`src/rtl/tile_flush_sched.sv`:
```
// tile_flush_sched: walks a frame as 32x32 tiles, alternating two tile-RAM banks between rasterizer and tile writer.
// Optional define TILE_FLUSH_SCHED_PERF_EN adds perf_frame_cycles / perf_stall_cycles counters.
module tile_flush_sched #(
    parameter int unsigned TILE_ROW_BYTES = 64,
    parameter int unsigned TILE_ROWS_LOG2 = 5
) (
    input  logic        gpu_clk,
    input  logic        gpu_rst_n,
    input  logic        frame_start,
    input  logic [31:0] fb_base,
    input  logic [15:0] fb_stride,
    input  logic [7:0]  tiles_x,
    input  logic [7:0]  tiles_y,
    output logic        busy,
    output logic        frame_done,
    output logic        render_go,
    output logic [7:0]  render_tile_x,
    output logic [7:0]  render_tile_y,
    output logic        render_bank,
    input  logic        render_done,
    output logic        wr_start,
    output logic [31:0] wr_addr,
    output logic [15:0] wr_stride,
    output logic        wr_bank,
    input  logic        wr_reading,
    input  logic        wr_flushed,
`ifdef TILE_FLUSH_SCHED_PERF_EN
    output logic [31:0] perf_frame_cycles,
    output logic [31:0] perf_stall_cycles,
`endif
    output logic [2:0]  dbg_render_state,
    output logic [1:0]  dbg_wr_state
);

    typedef enum logic [2:0] {R_IDLE, R_ISSUE, R_WAIT_BANK, R_RENDER, R_FLUSH} r_state_t;
    typedef enum logic [1:0] {W_IDLE, W_LAUNCH, W_ACK, W_DRAIN} w_state_t;

    r_state_t    r_state;
    w_state_t    w_state;
    logic [1:0]  bank_full;
    logic [31:0] bank_addr [2];
    logic [31:0] cfg_base;
    logic [7:0]  cfg_tiles_x;
    logic [7:0]  cfg_tiles_y;
    logic [31:0] row_addr;
    logic [31:0] tile_addr;

    logic        accept;
    logic        empty_grid;
    logic        last_col;
    logic        last_tile;
    logic        render_fin;
    logic        drain_fin;
    logic [1:0]  set_mask;
    logic [1:0]  clr_mask;
    logic [31:0] row_step;

    assign accept     = frame_start && !busy;
    assign empty_grid = (tiles_x == 8'd0) || (tiles_y == 8'd0);
    assign last_col   = (render_tile_x == cfg_tiles_x - 8'd1);
    assign last_tile  = last_col && (render_tile_y == cfg_tiles_y - 8'd1);
    assign render_fin = (r_state == R_RENDER) && render_done;
    assign drain_fin  = (w_state == W_DRAIN) && !wr_reading;
    assign set_mask   = render_fin ? (2'b01 << render_bank) : 2'b00;
    assign clr_mask   = drain_fin ? (2'b01 << wr_bank) : 2'b00;
    assign row_step   = {16'd0, wr_stride} << TILE_ROWS_LOG2;

    // Decoded from state so a tile launches in the very cycle its bank is seen free.
    assign render_go  = (r_state == R_ISSUE) && !bank_full[render_bank];

    assign dbg_render_state = r_state;
    assign dbg_wr_state     = w_state;

    always_ff @(posedge gpu_clk or negedge gpu_rst_n) begin
        if (!gpu_rst_n) begin
            r_state       <= R_IDLE;
            w_state       <= W_IDLE;
            bank_full     <= 2'b00;
            bank_addr[0]  <= '0;
            bank_addr[1]  <= '0;
            cfg_base      <= '0;
            cfg_tiles_x   <= '0;
            cfg_tiles_y   <= '0;
            row_addr      <= '0;
            tile_addr     <= '0;
            busy          <= 1'b0;
            frame_done    <= 1'b0;
            render_tile_x <= '0;
            render_tile_y <= '0;
            render_bank   <= 1'b0;
            wr_start      <= 1'b0;
            wr_addr       <= '0;
            wr_stride     <= '0;
            wr_bank       <= 1'b0;
`ifdef TILE_FLUSH_SCHED_PERF_EN
            perf_frame_cycles <= '0;
            perf_stall_cycles <= '0;
`endif
        end else begin
            frame_done <= 1'b0;
            // Set and clear always target different banks, so both apply together.
            bank_full  <= (bank_full | set_mask) & ~clr_mask;

            case (w_state)
                W_IDLE: begin
                    if (bank_full[wr_bank]) begin
                        wr_start <= 1'b1;
                        wr_addr  <= bank_addr[wr_bank];
                        w_state  <= W_LAUNCH;
                    end
                end
                W_LAUNCH: begin
                    wr_start <= 1'b0;
                    w_state  <= W_ACK;
                end
                W_ACK: begin
                    if (wr_reading) w_state <= W_DRAIN;
                end
                W_DRAIN: begin
                    if (!wr_reading) begin
                        wr_bank <= ~wr_bank;
                        w_state <= W_IDLE;
                    end
                end
                default: w_state <= W_IDLE;
            endcase

            case (r_state)
                R_IDLE: begin
                    if (accept) begin
                        cfg_base      <= fb_base;
                        cfg_tiles_x   <= tiles_x;
                        cfg_tiles_y   <= tiles_y;
                        wr_stride     <= fb_stride;
                        render_tile_x <= '0;
                        render_tile_y <= '0;
                        row_addr      <= '0;
                        tile_addr     <= '0;
                        render_bank   <= 1'b0;
                        wr_bank       <= 1'b0;
                        if (empty_grid) begin
                            frame_done <= 1'b1;
                        end else begin
                            busy    <= 1'b1;
                            r_state <= R_ISSUE;
                        end
                    end
                end
                R_ISSUE: begin
                    if (bank_full[render_bank]) begin
                        r_state <= R_WAIT_BANK;
                    end else begin
                        bank_addr[render_bank] <= cfg_base + tile_addr;
                        r_state                <= R_RENDER;
                    end
                end
                R_WAIT_BANK: begin
                    if (!bank_full[render_bank]) r_state <= R_ISSUE;
                end
                R_RENDER: begin
                    if (render_done) begin
                        render_bank <= ~render_bank;
                        if (last_col) begin
                            render_tile_x <= '0;
                            render_tile_y <= render_tile_y + 8'd1;
                            row_addr      <= row_addr + row_step;
                            tile_addr     <= row_addr + row_step;
                        end else begin
                            render_tile_x <= render_tile_x + 8'd1;
                            tile_addr     <= tile_addr + 32'(TILE_ROW_BYTES);
                        end
                        r_state <= last_tile ? R_FLUSH : R_ISSUE;
                    end
                end
                R_FLUSH: begin
                    // Frame ends only once both banks are empty and the writer FIFO has drained.
                    if (bank_full == 2'b00 && w_state == W_IDLE && wr_flushed) begin
                        frame_done <= 1'b1;
                        busy       <= 1'b0;
                        r_state    <= R_IDLE;
                    end
                end
                default: r_state <= R_IDLE;
            endcase

`ifdef TILE_FLUSH_SCHED_PERF_EN
            if (r_state == R_IDLE && accept) begin
                perf_frame_cycles <= '0;
                perf_stall_cycles <= '0;
            end else begin
                if (busy && perf_frame_cycles != 32'hFFFF_FFFF)
                    perf_frame_cycles <= perf_frame_cycles + 32'd1;
                if (r_state == R_WAIT_BANK && perf_stall_cycles != 32'hFFFF_FFFF)
                    perf_stall_cycles <= perf_stall_cycles + 32'd1;
            end
`endif
        end
    end

endmodule

```
`config.mk`:
```
export PLATFORM = sky130hd
export DESIGN_NAME = tile_flush_sched
export DESIGN_NICKNAME = d
export VERILOG_FILES = /design/src/rtl/tile_flush_sched.sv
export SDC_FILE = /design/constraint.sdc
export NUM_CORES = 1
export LEC_CHECK = 0
export ABC_AREA = 1
export BUFFER_PORTS_ARGS = -buffer_cell sky130_fd_sc_hd__buf_4
export CORE_MARGIN = 2
export CORE_UTILIZATION = 40
export CTS_CLUSTER_SIZE = 40
export DETAILED_ROUTE_END_ITERATION = 6
export GPL_TIMING_DRIVEN = 0
export PLACE_DENSITY_LB_ADDON = 0.1
export SLEW_MARGIN = 30
export SYNTH_ARGS = -nofsm -noshare
export SYNTH_HDL_FRONTEND = slang
export SYNTH_SLANG_ARGS = --single-unit
```
`constraint.sdc`:
```
create_clock -name gpu_clk -period 2.4 [get_ports gpu_clk]
set_clock_uncertainty 0.15 [all_clocks]
set_input_delay 0.12 -clock gpu_clk [delete_from_list [all_inputs] [get_ports gpu_clk]]
set_output_delay 0.12 -clock gpu_clk [all_outputs]
set_load 0.005 [all_outputs]
```
==> Word level (Yosys, flattened, before mapping) <==
Index checks and enable logic that the tools add are counted.
{ "classes": {"n_lt_le_gt_ge": 5, "addsub": 7, "eq_ne": 18, "bitwise_logic": 8, "multipliers": 0, "n_mux": 55, "n_reduce_logical": 29, "shifts": 2, "div": 0} }
{ "op_table": {"columns": ["cell", "n"], "rows": [
  ["32-bit two-way mux", 9],
  ["32-bit one-hot mux with 2 select lines", 2],
  ["64-bit bitwise mux", 1],
  ["8-bit two-way mux", 5],
  ["32-bit by 21-bit adder with 32-bit output", 1],
  ["32-bit adder", 1],
  ["32-bit by 7-bit adder with 32-bit output, second input constant", 1],
  ["32-bit demux with 1-bit select", 1],
  ["8-bit one-hot mux with 2 select lines", 2],
  ["1-bit two-way mux", 18],
  ["3-bit two-way mux", 6],
  ["2-bit inequality test, second input constant", 9],
  ["8-bit by 1-bit adder with 8-bit output, second input constant", 2],
  ["8-bit == test", 2],
  ["8-bit logical NOT", 2],
  ["8-bit by 1-bit subtractor with 8-bit output, second input constant", 2],
  ["3-bit one-hot mux with 5 select lines", 1],
  ["2-bit two-way mux", 5],
  ["1-bit logical AND", 8],
  ["1-bit one-hot mux with 2 select lines", 4],
  ["2-bit one-hot mux with 4 select lines", 1],
  ["2-bit AND reduction", 4],
  ["4-bit AND reduction", 2],
  ["3-bit by 2-bit == test with 1-bit output, second input constant", 2],
  ["other kinds (20)", 33]
]} }
{ "totals": {"out_inout_bits": 75, "latchBits": 0, "ram_bits": 0, "memories": 0, "word_cells": 143, "inputBits": 70, "reg_bits": 252, "mem_bits_ro": 0} }

==> Depth between registers and ports, before layout <==
{ "logic_depth": {"depth_word": 6, "mapped_depth": 16, "mapped_depth_nobuf": 16} }

==> Least setup slack after synthesis <==
Ideal clock, no wire load.
{ "synth_path": {"path_type": "reg2reg", "start": "register tile_addr[4]", "end": "register bank_addr[24] (netlist name)", "required_time_ps": 2132, "n_path_buf": 0, "path_stages_with_launch": 11, "path_slack_ps": 45, "setup_time_ps": 118, "period_less_slack_ps": 2355, "t_arrival_ps": 2087, "cell_sequence": "dfrtp_1 ha_1 inv_1 fa_1 o21ai_0 a21oi_1 or2_2 nand3_1 nand2_1 nand3_1 nand2_1"} }
{ "synth_between": {"elab_chain_cells": 2} }
{ "synth_rtl": {"columns": ["item", "line", "rtl"], "rows": [
  ["start, declared", "46", "logic [31:0] tile_addr;"],
  ["start signal, assigned", "167", "tile_addr <= row_addr + row_step;"],
  ["start signal, assigned", "170", "tile_addr <= tile_addr + 32'(TILE_ROW_BYTES);"],
  ["32-bit adder", "153", "bank_addr[render_bank] <= cfg_base + tile_addr;"],
  ["64-bit bitwise mux", "153", null],
  ["end signal, assigned by index", "153", null],
  ["end, declared", "41", "logic [31:0] bank_addr [2];"]
]} }
No other way between the ends.
A chain may end at the register's enable or synchronous reset.

==> Final worst setup path <==
{ "layout_path": {"start": "register cfg_tiles_x[0]", "end": "register row_addr[19]"} }
{ "layout_between": {"elab_chain_cells": 4} }
{ "layout_rtl": {"columns": ["item", "line", "rtl"], "rows": [
  ["start, declared", "43", "logic [7:0] cfg_tiles_x;"],
  ["start signal, assigned", "132", "cfg_tiles_x <= tiles_x;"],
  ["8-bit by 1-bit subtractor with 8-bit output", "60", "assign last_col = (render_tile_x == cfg_tiles_x - 8'd1);"],
  ["8-bit == test", "60", null],
  ["2-bit inequality test (no line)", null, null],
  ["4-bit AND reduction (no line)", null, null],
  ["end signal, assigned", "166", "row_addr <= row_addr + row_step;"],
  ["end, declared", "45", "logic [31:0] row_addr;"]
]} }
No other way between the ends.

==> results.yml <==
pwr:
  pwr_density_cell_nw_per_um2: 1080
  report.power.total_w: 0.0200
  ir_worst_vdd_mv: 0.633
  p_leak_nw: 9.26
sta:
  setup_violations: 0
  max_clock_freq_ghz: 0.436
  hold_viol: 0
  slew_violations: 0
  worst_slew_pin_slew_ps: 909
  slew-limit-headroom: 0.394
  timing.final.crit_period_ps: 2290
  final.period_utilization: 0.955
synthesis:
  synthesis.instances: 1951
  ys_types: 40
  synth_area_per_cell_um2: 7.32
  ys.warnings.count: 0
  syn_nets: 2080
  leading_area_contributor_after_synthesis: "dfrtp_1"
  async_flop_share: 1.00
  synth_seq_cells: 243
  post-synth-top-area-fraction: 0.426
  synthTopCellsByArea: "dfrtp_1 43%, nand2_1 19%, nand3_1 5.3%, ha_1 5.0%, nor2_1 4.4%"
  seq_area_frac_synth: 0.426
  synth-edff-count: 0
  synth_cell_area_um2: 14300
  synth-main-ff-cell: "dfrtp_1"
final_layout:
  nNetsFinal: 2349
  post_route_cell_area_um2: 18500
  n_antenna_cell: 0
  finalCoreUtilization: 0.522
  fraction_of_layout_instances_using_a_drive_strength_above_1: 0.159
  areaGrowthSynthToFinish_pct: 29.4
setup_path:
  cp-start-kind: "register"
  worst_setup_path_end_kind: "register"
  critical_path.max_fanout: 10
  crit_path_cell_trace: "inv_2 -> ha_4 -> nand2_4 -> nor2_4 -> nand2_2 -> nand2_1 -> nand2_1 -> nor2_2 -> nand2_2 -> nor2_4 -> buf_12 -> nand3_4 -> inv_6 -> buf_6 -> nand2_1 -> nand2_1"
  critPathRequiredTime_ps: 2720
  arrival_time_at_the_worst_endpoint_ps: 2610
  max_stage_delay_ps: 390
  cp_slowest_cell: "dfrtp_1"
  critical_path.most_common_cell: "nand2_1"
  critical_path_type: "register to register"
min_path:
  hold_class: "input pin to register"
route:
  avgViaCountPerCell: 4.99
  remaining_antenna_violation_count_after_routing: 0
  drcViolationCount: 0
  total_iterations_of_the_first_detailed_routing_run: 5
  vias: 13500
  wirelength_um: 43400
  avgRoutedWirePerCell_um: 16.1
  iteration_0_drc_markers: 734
floorplanning:
  dieArea_um2: 37200
  floorplan.rows: 69
  die_h_um: 193
  design.core.area_um2: 35400
  floorplan.initialDensity: 0.403
  die-width_um: 193
  ioPinCount: 145
clocking:
  clk_root_buffer_cell: "clkbuf_16"
  cts.path.max_buffers: 3
  worstSkewPairLatency_ps: 550
  cts.clk_slew.worst_paths_ps: 60
  number_of_buffers_created_by_cts: 28
  clock_sink_count: 243
  tritoncts: "done"
  clock_tree.htree_level_count: 1
grt:
  grt_usage: 0.234
  overflow_after_grt: 0
  global_route_wire_length_before_repair_um: 68800
  grt_antenna_before_repair: 0
  grt_start_max_net_pins: 81
  first_global_vias: 13300
run_status:
  run_status: "finished, final reports clean"
place:
  gp_congestion: 0.925
  detailedPlacementHpwl_um: 32700
  port_buffers: 144
  placed_cell_area_um2: 16000
flow_run:
  max_cap_viol_count: 0
worst max-delay path, delay by kind of cell (launching register included):
kind                     cells  cell delay (ps)
AND/OR/NAND/NOR             11              970
buffers and inverters        4              530
flip-flops                   1              390
adder cells (fa/ha/maj)      1              160
sequential cells by signal, summed over array words and instances, names as in the netlist, 2 cells and up:
| signal | count |
|---|---|
| bank_addr | 64 |
| wr_stride | 16 |
| dbg_render_state | 3 |
| row_addr | 27 |
| tile_addr | 28 |
| cfg_tiles_x | 8 |
| dbg_wr_state | 2 |
| bank_full | 2 |
| render_tile_x | 8 |
| wr_addr | 32 |
| cfg_tiles_y | 8 |
| render_tile_y | 8 |
| cfg_base | 32 |
metal layers:
metal / vias to the layer above / GRT usage / share of wire / wire length, µm
li1: 6841 / - / - / -
met1: 6278 / 0.297 / 0.44 / 19000
met2: 285 / 0.413 / 0.49 / 21400
met3: 91 / 0.0226 / 0.030 / 1310
met4: 0 / 0.0889 / 0.039 / 1710
met5: - / 0 / 0 / 0
synthesized netlist by cell type, drive strengths merged (2+ instances only):
| cell type | count |
|---|---|
| a21boi | 2 |
| a21o | 3 |
| a21oi | 106 |
| a31oi | 2 |
| buf | 22 |
| clkbuf | 29 |
| clkinv | 2 |
| dfrtp | 243 |
| fa | 2 |
| ha | 57 |
| inv | 158 |
| mux2i | 26 |
| nand2 | 726 |
| nand3 | 153 |
| nand3b | 10 |
| nand4 | 23 |
| nor2 | 174 |
| nor3 | 25 |
| nor4 | 7 |
| o211ai | 5 |
| o21a | 2 |
| o21ai | 97 |
| o21bai | 5 |
| or2 | 12 |
| xnor2 | 26 |
| xor2 | 30 |
layout by cell type (no fill, tap or decap), drive strengths merged, types with 6 or more instances in the layout:
master / synthesis / layout
nand2: 726 / 726
nor4: 7 / 7
dfrtp: 243 / 243
mux2i: 26 / 26
dlygate4sd3: 0 / 70
xnor2: 26 / 26
nand4: 23 / 23
a21oi: 106 / 106
nand3: 153 / 153
inv: 158 / 158
or2: 12 / 12
nor3: 25 / 25
ha: 57 / 57
o21ai: 97 / 97
nor2: 174 / 174
xor2: 30 / 30
buf: 22 / 188
bufinv: 0 / 6
clkbuf: 29 / 76
nand3b: 10 / 10
repair_timing:
action                                 4_1_cts  5_1_grt
setup endpoints to repair                  150      115
pin swaps                                    4       21
resized for setup                           22      104
setup buffers                                6       14
endpoints found under the hold margin      255        0
hold buffers                                71        0
cloned                                       0        1
cells by family after synthesis:
group,share of synthesized area
buffers and inverters,0.0598
AND/OR/NAND/NOR,0.327
XOR/XNOR,0.0343
flip-flops,0.426
AO/OA/AOI/OAI,0.0825
multiplexers,0.0182
adder cells (fa/ha/maj),0.0527
power breakdown:
group	switching, W	total (W)	internal (W)
sequential	0.00117	0.00675	0.00557
clock	0.00174	0.00486	0.00312
combinational	0.00487	0.00842	0.00355
final timing paths:
path                                     start      endpoint  slack (ps)  cells after the start
min in group asynchronous            gpu_rst_n    wr_addr[3]         490                      4
max in group asynchronous            gpu_rst_n  row_addr[21]         840                      5
worst min register to register    row_addr[14]  row_addr[14]         330                      2
worst max-delay path            cfg_tiles_x[0]  row_addr[19]         110                     16
worst min-delay path               frame_start  cfg_base[11]          70                      6
worst max register to register  cfg_tiles_x[0]  row_addr[19]         110                     16
stage by stage:
stage / setup TNS [ps] / hold slack [ps] / setup WS, ps / std cells
detailed placement: -34850 / -154 / -568 / 2559
global placement: -257370 / 170 / -956 / 2556
global route: -267 / 62.6 / -35.6 / 2703
floorplan: 0 / -326 / 44.7 / 1951
finish: 0 / 72.7 / 108 / 2703
CTS: 0 / 65.6 / 1.71 / 2688
cell type report:
type,instances,area (µm²)
Inverter,160,609
Fill cell,3477,16900
Sequential cell,243,6080
Buffer,51,274
Timing Repair Buffer,239,2080
Tap cell,461,577
Multi-Input combinational cell,1497,7790
Clock buffer,44,872
Clock inverter,8,194
Note: power is estimated with default switching activity, not from simulation.
